**src/rtl/ttt_pkg.sv**
```systemverilog
// Shared definitions for the tic-tac-toe turn sequencer.
//   state_t    : sequencer FSM states
//   CELL_A..I  : bit index of each cell in a 9-bit board (a = bit 0 ... i = bit 8)
//   WIN_LINES  : the eight winning masks (three rows, three columns, two diagonals)
package ttt_pkg;

    typedef enum logic [2:0] {
        P1_TURN,
        P2_TURN,
        CHECK,
        P1_WON,
        P2_WON,
        DRAW
    } state_t;

    localparam int CELL_A = 0;
    localparam int CELL_B = 1;
    localparam int CELL_C = 2;
    localparam int CELL_D = 3;
    localparam int CELL_E = 4;
    localparam int CELL_F = 5;
    localparam int CELL_G = 6;
    localparam int CELL_H = 7;
    localparam int CELL_I = 8;

    // Board layout:  a b c / d e f / g h i
    // Index 0 is the last element of the concatenation.
    localparam logic [7:0][8:0] WIN_LINES = {
        9'h054,   // c e g diagonal
        9'h111,   // a e i diagonal
        9'h124,   // c f i column
        9'h092,   // b e h column
        9'h049,   // a d g column
        9'h1C0,   // g h i row
        9'h038,   // d e f row
        9'h007    // a b c row
    };

endpackage

```
**src/rtl/line_check.sv**
```systemverilog
// Combinational win detector.
//   occ : 9-bit occupancy of one player's board
//   win : 1 when occ covers at least one of the eight winning lines
module line_check
    import ttt_pkg::*;
(
    input  logic [8:0] occ,
    output logic       win
);

    logic [7:0] hit;

    generate
        for (genvar gi = 0; gi < 8; gi++) begin : g_line
            assign hit[gi] = ((occ & WIN_LINES[gi]) == WIN_LINES[gi]);
        end
    endgenerate

    assign win = |hit;

endmodule

```
**src/rtl/turn_sequencer.sv**
```systemverilog
// Two-player tic-tac-toe turn sequencer.
//   clk        : system clock, rising edge
//   reset      : asynchronous assert, synchronized release, active-low
//   button     : raw cell buttons (bit 0 = a ... bit 8 = i), active-high
//   new_game   : clear the board, keep scores, swap the starting player
//   board_p1/2 : cells owned by each player
//   p1/p2_turn : whose move it is
//   p1/p2_win, draw : held result of the current game
//   move_count : moves placed in the current game (0..9)
//   p1/p2_score: saturating win counters
//   illegal    : one-cycle pulse when a press is rejected
module turn_sequencer
    import ttt_pkg::*;
#(
    parameter int SYNC_STAGES = 2,
    parameter int SCORE_W     = 4
) (
    input  logic               clk,
    input  logic               reset,
    input  logic [8:0]         button,
    input  logic               new_game,
    output logic [8:0]         board_p1,
    output logic [8:0]         board_p2,
    output logic               p1_turn,
    output logic               p2_turn,
    output logic               p1_win,
    output logic               p2_win,
    output logic               draw,
    output logic [3:0]         move_count,
    output logic [SCORE_W-1:0] p1_score,
    output logic [SCORE_W-1:0] p2_score,
    output logic               illegal
);

    // Reset goes low asynchronously through this pair, but comes out of reset
    // only on a clock edge so no flop sees a release near its active edge.
    logic [1:0] rst_sync_reg;
    logic       rst_n;

    always_ff @(posedge clk or negedge reset) begin
        if (!reset) rst_sync_reg <= 2'b00;
        else        rst_sync_reg <= {rst_sync_reg[0], 1'b1};
    end

    assign rst_n = rst_sync_reg[1];

    // Button synchronizer chain plus edge history.
    logic [SYNC_STAGES-1:0][8:0] sync_reg;
    logic [8:0]                  prev_reg;
    logic [8:0]                  press;

    always_ff @(posedge clk or negedge rst_n) begin
        if (!rst_n) begin
            sync_reg <= '0;
            prev_reg <= '0;
        end else begin
            sync_reg[0] <= button;
            for (int s = 1; s < SYNC_STAGES; s++) begin
                sync_reg[s] <= sync_reg[s-1];
            end
            prev_reg <= sync_reg[SYNC_STAGES-1];
        end
    end

    assign press = sync_reg[SYNC_STAGES-1] & ~prev_reg;

    // More than one bit set: clearing the lowest set bit leaves something.
    logic multi_press;
    logic occupied;
    assign multi_press = |(press & (press - 9'd1));
    assign occupied    = |(press & (board_p1 | board_p2));

    // Single win detector, always looking at the player who just moved.
    logic       mover_reg;     // 0 = player 1, 1 = player 2
    logic       starter_reg;   // 0 = player 1 opens the game
    logic [8:0] mover_board;
    logic       mover_win;

    assign mover_board = mover_reg ? board_p2 : board_p1;

    line_check u_line_check (
        .occ (mover_board),
        .win (mover_win)
    );

    state_t state_reg;

    always_ff @(posedge clk or negedge rst_n) begin
        if (!rst_n) begin
            state_reg   <= P1_TURN;
            starter_reg <= 1'b0;
            mover_reg   <= 1'b0;
            board_p1    <= '0;
            board_p2    <= '0;
            move_count  <= '0;
            p1_score    <= '0;
            p2_score    <= '0;
            p1_turn     <= 1'b1;
            p2_turn     <= 1'b0;
            p1_win      <= 1'b0;
            p2_win      <= 1'b0;
            draw        <= 1'b0;
            illegal     <= 1'b0;
        end else if (new_game) begin
            // A coincident press is simply dropped here.
            board_p1    <= '0;
            board_p2    <= '0;
            move_count  <= '0;
            p1_win      <= 1'b0;
            p2_win      <= 1'b0;
            draw        <= 1'b0;
            illegal     <= 1'b0;
            starter_reg <= ~starter_reg;
            state_reg   <= starter_reg ? P1_TURN : P2_TURN;
            p1_turn     <= starter_reg;
            p2_turn     <= ~starter_reg;
        end else begin
            illegal <= 1'b0;
            case (state_reg)
                P1_TURN, P2_TURN: begin
                    if (press != 9'd0) begin
                        if (multi_press || occupied) begin
                            illegal <= 1'b1;
                        end else begin
                            if (state_reg == P1_TURN) board_p1 <= board_p1 | press;
                            else                      board_p2 <= board_p2 | press;
                            move_count <= move_count + 4'd1;
                            mover_reg  <= (state_reg == P2_TURN);
                            state_reg  <= CHECK;
                            p1_turn    <= 1'b0;
                            p2_turn    <= 1'b0;
                        end
                    end
                end
                CHECK: begin
                    // Win is tested before the full-board case so a ninth-move
                    // win is never reported as a draw.
                    if (mover_win) begin
                        if (mover_reg) begin
                            state_reg <= P2_WON;
                            p2_win    <= 1'b1;
                            if (p2_score != '1) p2_score <= p2_score + 1'b1;
                        end else begin
                            state_reg <= P1_WON;
                            p1_win    <= 1'b1;
                            if (p1_score != '1) p1_score <= p1_score + 1'b1;
                        end
                    end else if (move_count == 4'd9) begin
                        state_reg <= DRAW;
                        draw      <= 1'b1;
                    end else if (mover_reg) begin
                        state_reg <= P1_TURN;
                        p1_turn   <= 1'b1;
                    end else begin
                        state_reg <= P2_TURN;
                        p2_turn   <= 1'b1;
                    end
                end
                default: begin
                    // Terminal states hold until new_game; presses are ignored.
                end
            endcase
        end
    end

endmodule

```
**config.mk**
```make
export PLATFORM = sky130hd
export DESIGN_NAME = turn_sequencer
export DESIGN_NICKNAME = d
export VERILOG_FILES = /design/src/rtl/ttt_pkg.sv /design/src/rtl/line_check.sv /design/src/rtl/turn_sequencer.sv
export SDC_FILE = /design/constraint.sdc
export NUM_CORES = 1
export LEC_CHECK = 0
export CAP_MARGIN = 20
export CORE_ASPECT_RATIO = 1.75
export CORE_UTILIZATION = 55
export DETAILED_ROUTE_END_ITERATION = 8
export MAX_ROUTING_LAYER = met4
export PLACE_DENSITY = 0.89
export SLEW_MARGIN = 5
export SYNTH_ARGS = -nofsm -noshare
export SYNTH_HDL_FRONTEND = slang
export SYNTH_SLANG_ARGS = --single-unit
export TNS_END_PERCENT = 100
```
**constraint.sdc**
```tcl
create_clock -name clk -period 3.9 [get_ports clk]
set_clock_uncertainty 0.05 [all_clocks]
set_input_delay 0.78 -clock clk [delete_from_list [all_inputs] [get_ports clk]]
set_output_delay 0.78 -clock clk [all_outputs]
set_load 0.01 [all_outputs]
```
-- Word level (Yosys, flattened, before mapping)
Index checks and enable logic that the tools add are counted.
- register bits: 70
- bits of input ports: 12
- output and inout port bits: 36
- word-level logic and storage cells: 133
- add/sub/neg operators: 4
- equality and inequality tests: 23
- muxes and demuxes: 50
- bitwise gates (word level): 11
- reductions and logical operators: 27
- operators with widths (kind ; number):
    2-to-1 mux 9 bit ; 11
    AND 9 bit ; 3
    OR 9 bit ; 3
    2-to-1 mux 1 bit ; 26
    == test 3 bit (second input constant) ; 8
    2-to-1 mux 3 bit ; 6
    inequality test 3 bit (second input constant) ; 6
    OR reduction 9 bit ; 2
    2-to-1 mux 4 bit ; 4
    AND reduction 3 bit ; 5
    nonzero test 2 bit ; 7
    adder 4 x 1 -> 4 bit (second input constant) ; 3
    AND reduction 4 bit ; 3
    AND reduction 6 bit ; 2
    AND reduction 5 bit ; 2
    inverter 9 bit ; 1
    nonzero test 9 bit ; 1
    subtractor 9 x 1 -> 9 bit (second input constant) ; 1
    inequality test 2 bit (second input constant) ; 4
    inequality test 4 bit (second input constant) ; 2
    OR reduction 8 bit ; 1
    one-hot mux 3 bit (2 select lines) ; 1
    == test 4 bit (second input constant) ; 1
    inverter 1 bit ; 4
    7 further kinds ; 8

-- Longest topological paths before layout
- depth after elaboration: 10
- depth in mapped cells: 7
- mapped depth without buffers: 7

-- Cells and area by module
From an unflattened synthesis, not the netlist that was laid out.
- cells, all modules: 268
- area total of the unflattened synthesis: 3050.4 um^2
- by module, submodules not included (module ; times used ; cells an instance ; area each (um^2) ; sequential area each (um^2)):
    turn_sequencer ; 1 ; 260 ; 2995.4 ; 1752.9
    line_check ; 1 ; 8 ; 55.1 ; 0.0

-- Least setup slack after synthesis
No wires, ideal clock.
- path type: input port to flip-flop
- from: input port new_game
- to: register board_p1[0]
- library setup time: 147 ps
- arrival: 1860 ps
- data required time: 3703 ps
- path slack: 1843 ps
- cell stages on the path: 4
- buffers on the path: 3
- cell sequence: clkbuf_1 -> clkbuf_1 -> clkbuf_1 -> o32ai_2
- word-level cells in the longest chain between the ends: 2
- elaborated cells between the ends (all ways): 6
- those cells by class: eq/ne: 1; mux: 1; reduce/logical: 4
- ends and longest elaborated chain (item ; RTL line ; source):
    start: declaration ; turn_sequencer.sv:21 ; input logic new_game,
    inequality test 2 bit (no line) or nonzero test 2 bit (tied branches) ; - ;
    AND reduction 4 bit (no line) ; - ;
    end signal: assignment ; turn_sequencer.sv:125 ; if (state_reg == P1_TURN) board_p1 <= board_p1 | press;
    end: declaration ; turn_sequencer.sv:22 ; output logic [8:0] board_p1,
Several ways; a longest one is shown, not always the timed one.
A chain may end at the register's enable or synchronous reset.

-- Worst setup path after layout
- from: input port new_game
- to: register board_p2[0]
- word-level cells in the longest chain between the ends: 2
- elaborated cells between the ends (all ways): 6
- those cells by class: eq/ne: 2; mux: 1; reduce/logical: 3
- ends and longest elaborated chain (item ; RTL line ; source):
    inequality test 2 bit (no line) or nonzero test 2 bit (tied branches) ; - ;
    AND reduction 4 bit (no line) ; - ;
    end signal: assignment ; turn_sequencer.sv:126 ; else board_p2 <= board_p2 | press;
    end: declaration ; turn_sequencer.sv:23 ; output logic [8:0] board_p2,
Several ways; a longest one is shown, not always the timed one.

==> results.yml <==
sta:
  hold_slack_ns: 0.2972
  setup_viol: 0
  fin_crit_sh_pct: 63.90
  tightest_slew_ns: 0.8740
  period_needed_ns: 2.492
  max_clock_freq_mhz: 401.3
  slew_headroom_pct: 41.73
  slew_violations: 0
  rsz0062_at_grt: "false"
  hold_viol: 0
  setup_tns_ns: 0
  fin_ws_ns: 1.408
placement:
  place_worst_setup_slack_ns: 1.140
  postPlaceCellArea_um2: 3566
  dpl.hpwl_mm: 4.367
  gp_congestion: 0.9398
  dp.cells: 369
  io_buffers: 47
power:
  combPwrFrac_pct: 18.8
  p_seq_share_pct: 46.5
  vdd_ir_drop_max_mv: 0.4089
  sw_frac_of_total_pct: 28.96
  switching_power_mw: 0.5501
  leakagePower_nw: 1.550
  p_per_area_nw_per_um2: 500.2
  power_mw: 1.900
  cell_internal_pwr_mw: 1.350
  pwr-share-clk_pct: 34.8
drt:
  drt_iter0_markers: 160
  drc: 2
  wl_per_cell_um: 16.63
  drt_first_pass_iters: 9
  vias: 2247
  vias_per_cell: 5.836
  wirelength_mm: 6.403
  antenna_left: 0
setup_path:
  r2r-end: "p2_score[1]"
  r2r_slack_ns: 1.43
  critPathCapture: "board_p2[0]"
  critical-path-slowest-cell: "clkdlybuf4s50_1"
  crit_required_ns: 4.08
  start_kind: "primary input"
  r2r_start: "mover_reg"
  crit_path_max_fanout: 17
  cp.arrival_ns: 2.67
  slowest_delay_ns: 0.61
  path_class: "primary input to register"
  timing.critical_path.from: "new_game"
  crit_chain: "clkdlybuf4s50_1 -> clkinv_1 -> nand2_1 -> nor2_1 -> a22o_1"
  r2r.worst_path.cells: 6
  crit_path_end_kind: "register"
yosys:
  synth_edf_count: 0
  synth_top_area_share_pct: 57.10
  synth.most_common_cell: "dfrtp_1"
  synth_cell_type_count: 57
  yosysWarnings: 0
  synth_cells: 254
  synth_top_area_cell: "dfrtp_1"
  synth.top_cells.by_area: "dfrtp_1, o32ai_2, nor2_1, a22o_1, mux2_2"
  synth_common_cells: "dfrtp_1, nor2_1, inv_1"
  syn-cell-area_um2: 3024
  ys.flop_type: "dfrtp_1"
  ys_ff_latch: 70
  synthArstFlopShare_pct: 100.0
  synth_area_per_cell_um2: 11.91
  seq_area_frac_synth_pct: 57.96
  syn-num-nets: 270
run_status:
  status: "complete, but fails checks"
  violations: "design-rule violations"
layout:
  drive_gt1_share_pct: 15.76
  largest_reg_flops: 18
  fin_util_pct: 71.66
  fin_cells: 385
  final_area_um2: 3797
  synthToLayoutAreaGrowth_pct: 25.57
  fin_nets: 322
  n_antenna_cell: 0
  fillers: 364
worst_hold_path:
  whs_path_depth: 0
  hold_class: "register to register"
  min_from: "sync_reg[8]"
floorplanning:
  die_x_um: 58.06
  start_util_pct: 57.07
  die-area_um2: 5811
  core_um2: 5299
  io_pins: 48
  die_y_um: 100.1
  rows: 35
clock_tree:
  cts_repair_resize_count: 0
  clock_latency_ns: 0.35
  cts_root_buf: "clkbuf_8"
  cts.sinks: 70
  path_clk_slew_ns: 0.08
  cts_setup_buffers: 0
  ctsHoldBuffers: 0
  ctsHtreeMaxLevel: 3
  cts_tree: "done"
  clk_path_buf_depth: 2
  cts_made_buffers: 9
global_routing:
  antenna_found_initial: 0
  grt_pass1_vias: 2250
  track_usage_pct: 25.44
  grt-ovfl-total: 0
  grt_max_degree: 44
  grt_pass1_wl_mm: 10.59
job:
  maxCapViolations: 0
## placed cells by master, fill, tap and decap left out, types with 2 or more instances in the layout
cell type	netlist	final
xor2_1	3	3
and3_1	2	2
nor3_1	5	5
nand2b_2	5	5
o21ai_0	7	7
clkinv_4	0	2
o32ai_2	7	7
nor2_1	26	26
a31oi_1	4	4
bufinv_16	0	2
dfrtp_1	69	68
o31ai_1	5	5
o22ai_1	3	3
ha_1	4	4
a22o_1	11	11
o211ai_1	2	2
clkdlybuf4s50_1	0	47
nand3_1	9	9
inv_1	14	14
nor2b_1	4	4
nor4_1	2	2
nand2_1	9	9
nand2b_1	7	7
a22oi_1	5	5
buf_4	1	2
or2_2	2	2
mux2_2	5	5
clkbuf_8	0	10
a21oi_1	6	6
## area by class of cell
| cell class | count | area [µm²] | area share, % |
|---|---|---|---|
| Sequential cell | 70 | 1754 | 46.19 |
| Clock inverter | 6 | 93.84 | 2.471 |
| Tap cell | 74 | 92.59 | 2.438 |
| Inverter | 15 | 56.30 | 1.483 |
| Timing Repair Buffer | 49 | 485.5 | 12.78 |
| Clock buffer | 10 | 137.6 | 3.624 |
| Multi-Input combinational cell | 161 | 1177 | 31.00 |
## power groups by stage
stage / Sequential, mW / Clock (mW) / Combinational [mW]
final: 0.883 / 0.660 / 0.356
after global routing: 0.897 / 0.706 / 0.386
after CTS: 0.883 / 0.669 / 0.357
after detailed placement: 0.897 / 0 / 0.355
after global placement: 0.894 / 0 / 0.348
after floorplan: 0.891 / 0 / 0.211
## routing by layer
layer  up-vias  global-route usage [%]  part of all wire (%)
li1       1030                       -                     -
met3        27                   5.928                   6.0
met1      1085                   29.43                    39
met5         -                       -                     0
met2       105                   39.35                    52
met4         0                   16.12                   3.7
## kinds of logic after synthesis
kind of cell               count (synthesis)  synth area share, %
xor gates and xnor gates                   4                1.159
other                                      1               0.1240
muxes                                      6                2.358
adders and majority gates                  5                1.986
AOI/OAI and AO/OA                         62                17.34
and+or+nand+nor                           83                15.97
buffers and inverters                     23                3.103
DFF                                       70                57.96
## critical path, delay by kind of cell
| family | cells | cell delay, ns |
|---|---|---|
| simple gates | 2 | 0.59 |
| buf+inv | 2 | 1.08 |
| compound gates | 1 | 0.22 |
## worst min path at each step
stage,slack (ns),end
after floorplan,0.28,rst_sync_reg[1]
after global placement,0.28,sync_reg[15]
after detailed placement,0.28,sync_reg[13]
after CTS,0.30,sync_reg[17]
after global routing,0.31,sync_reg[17]
final,0.30,sync_reg[17]
No activity file was read; power rests on OpenSTA's default activity.
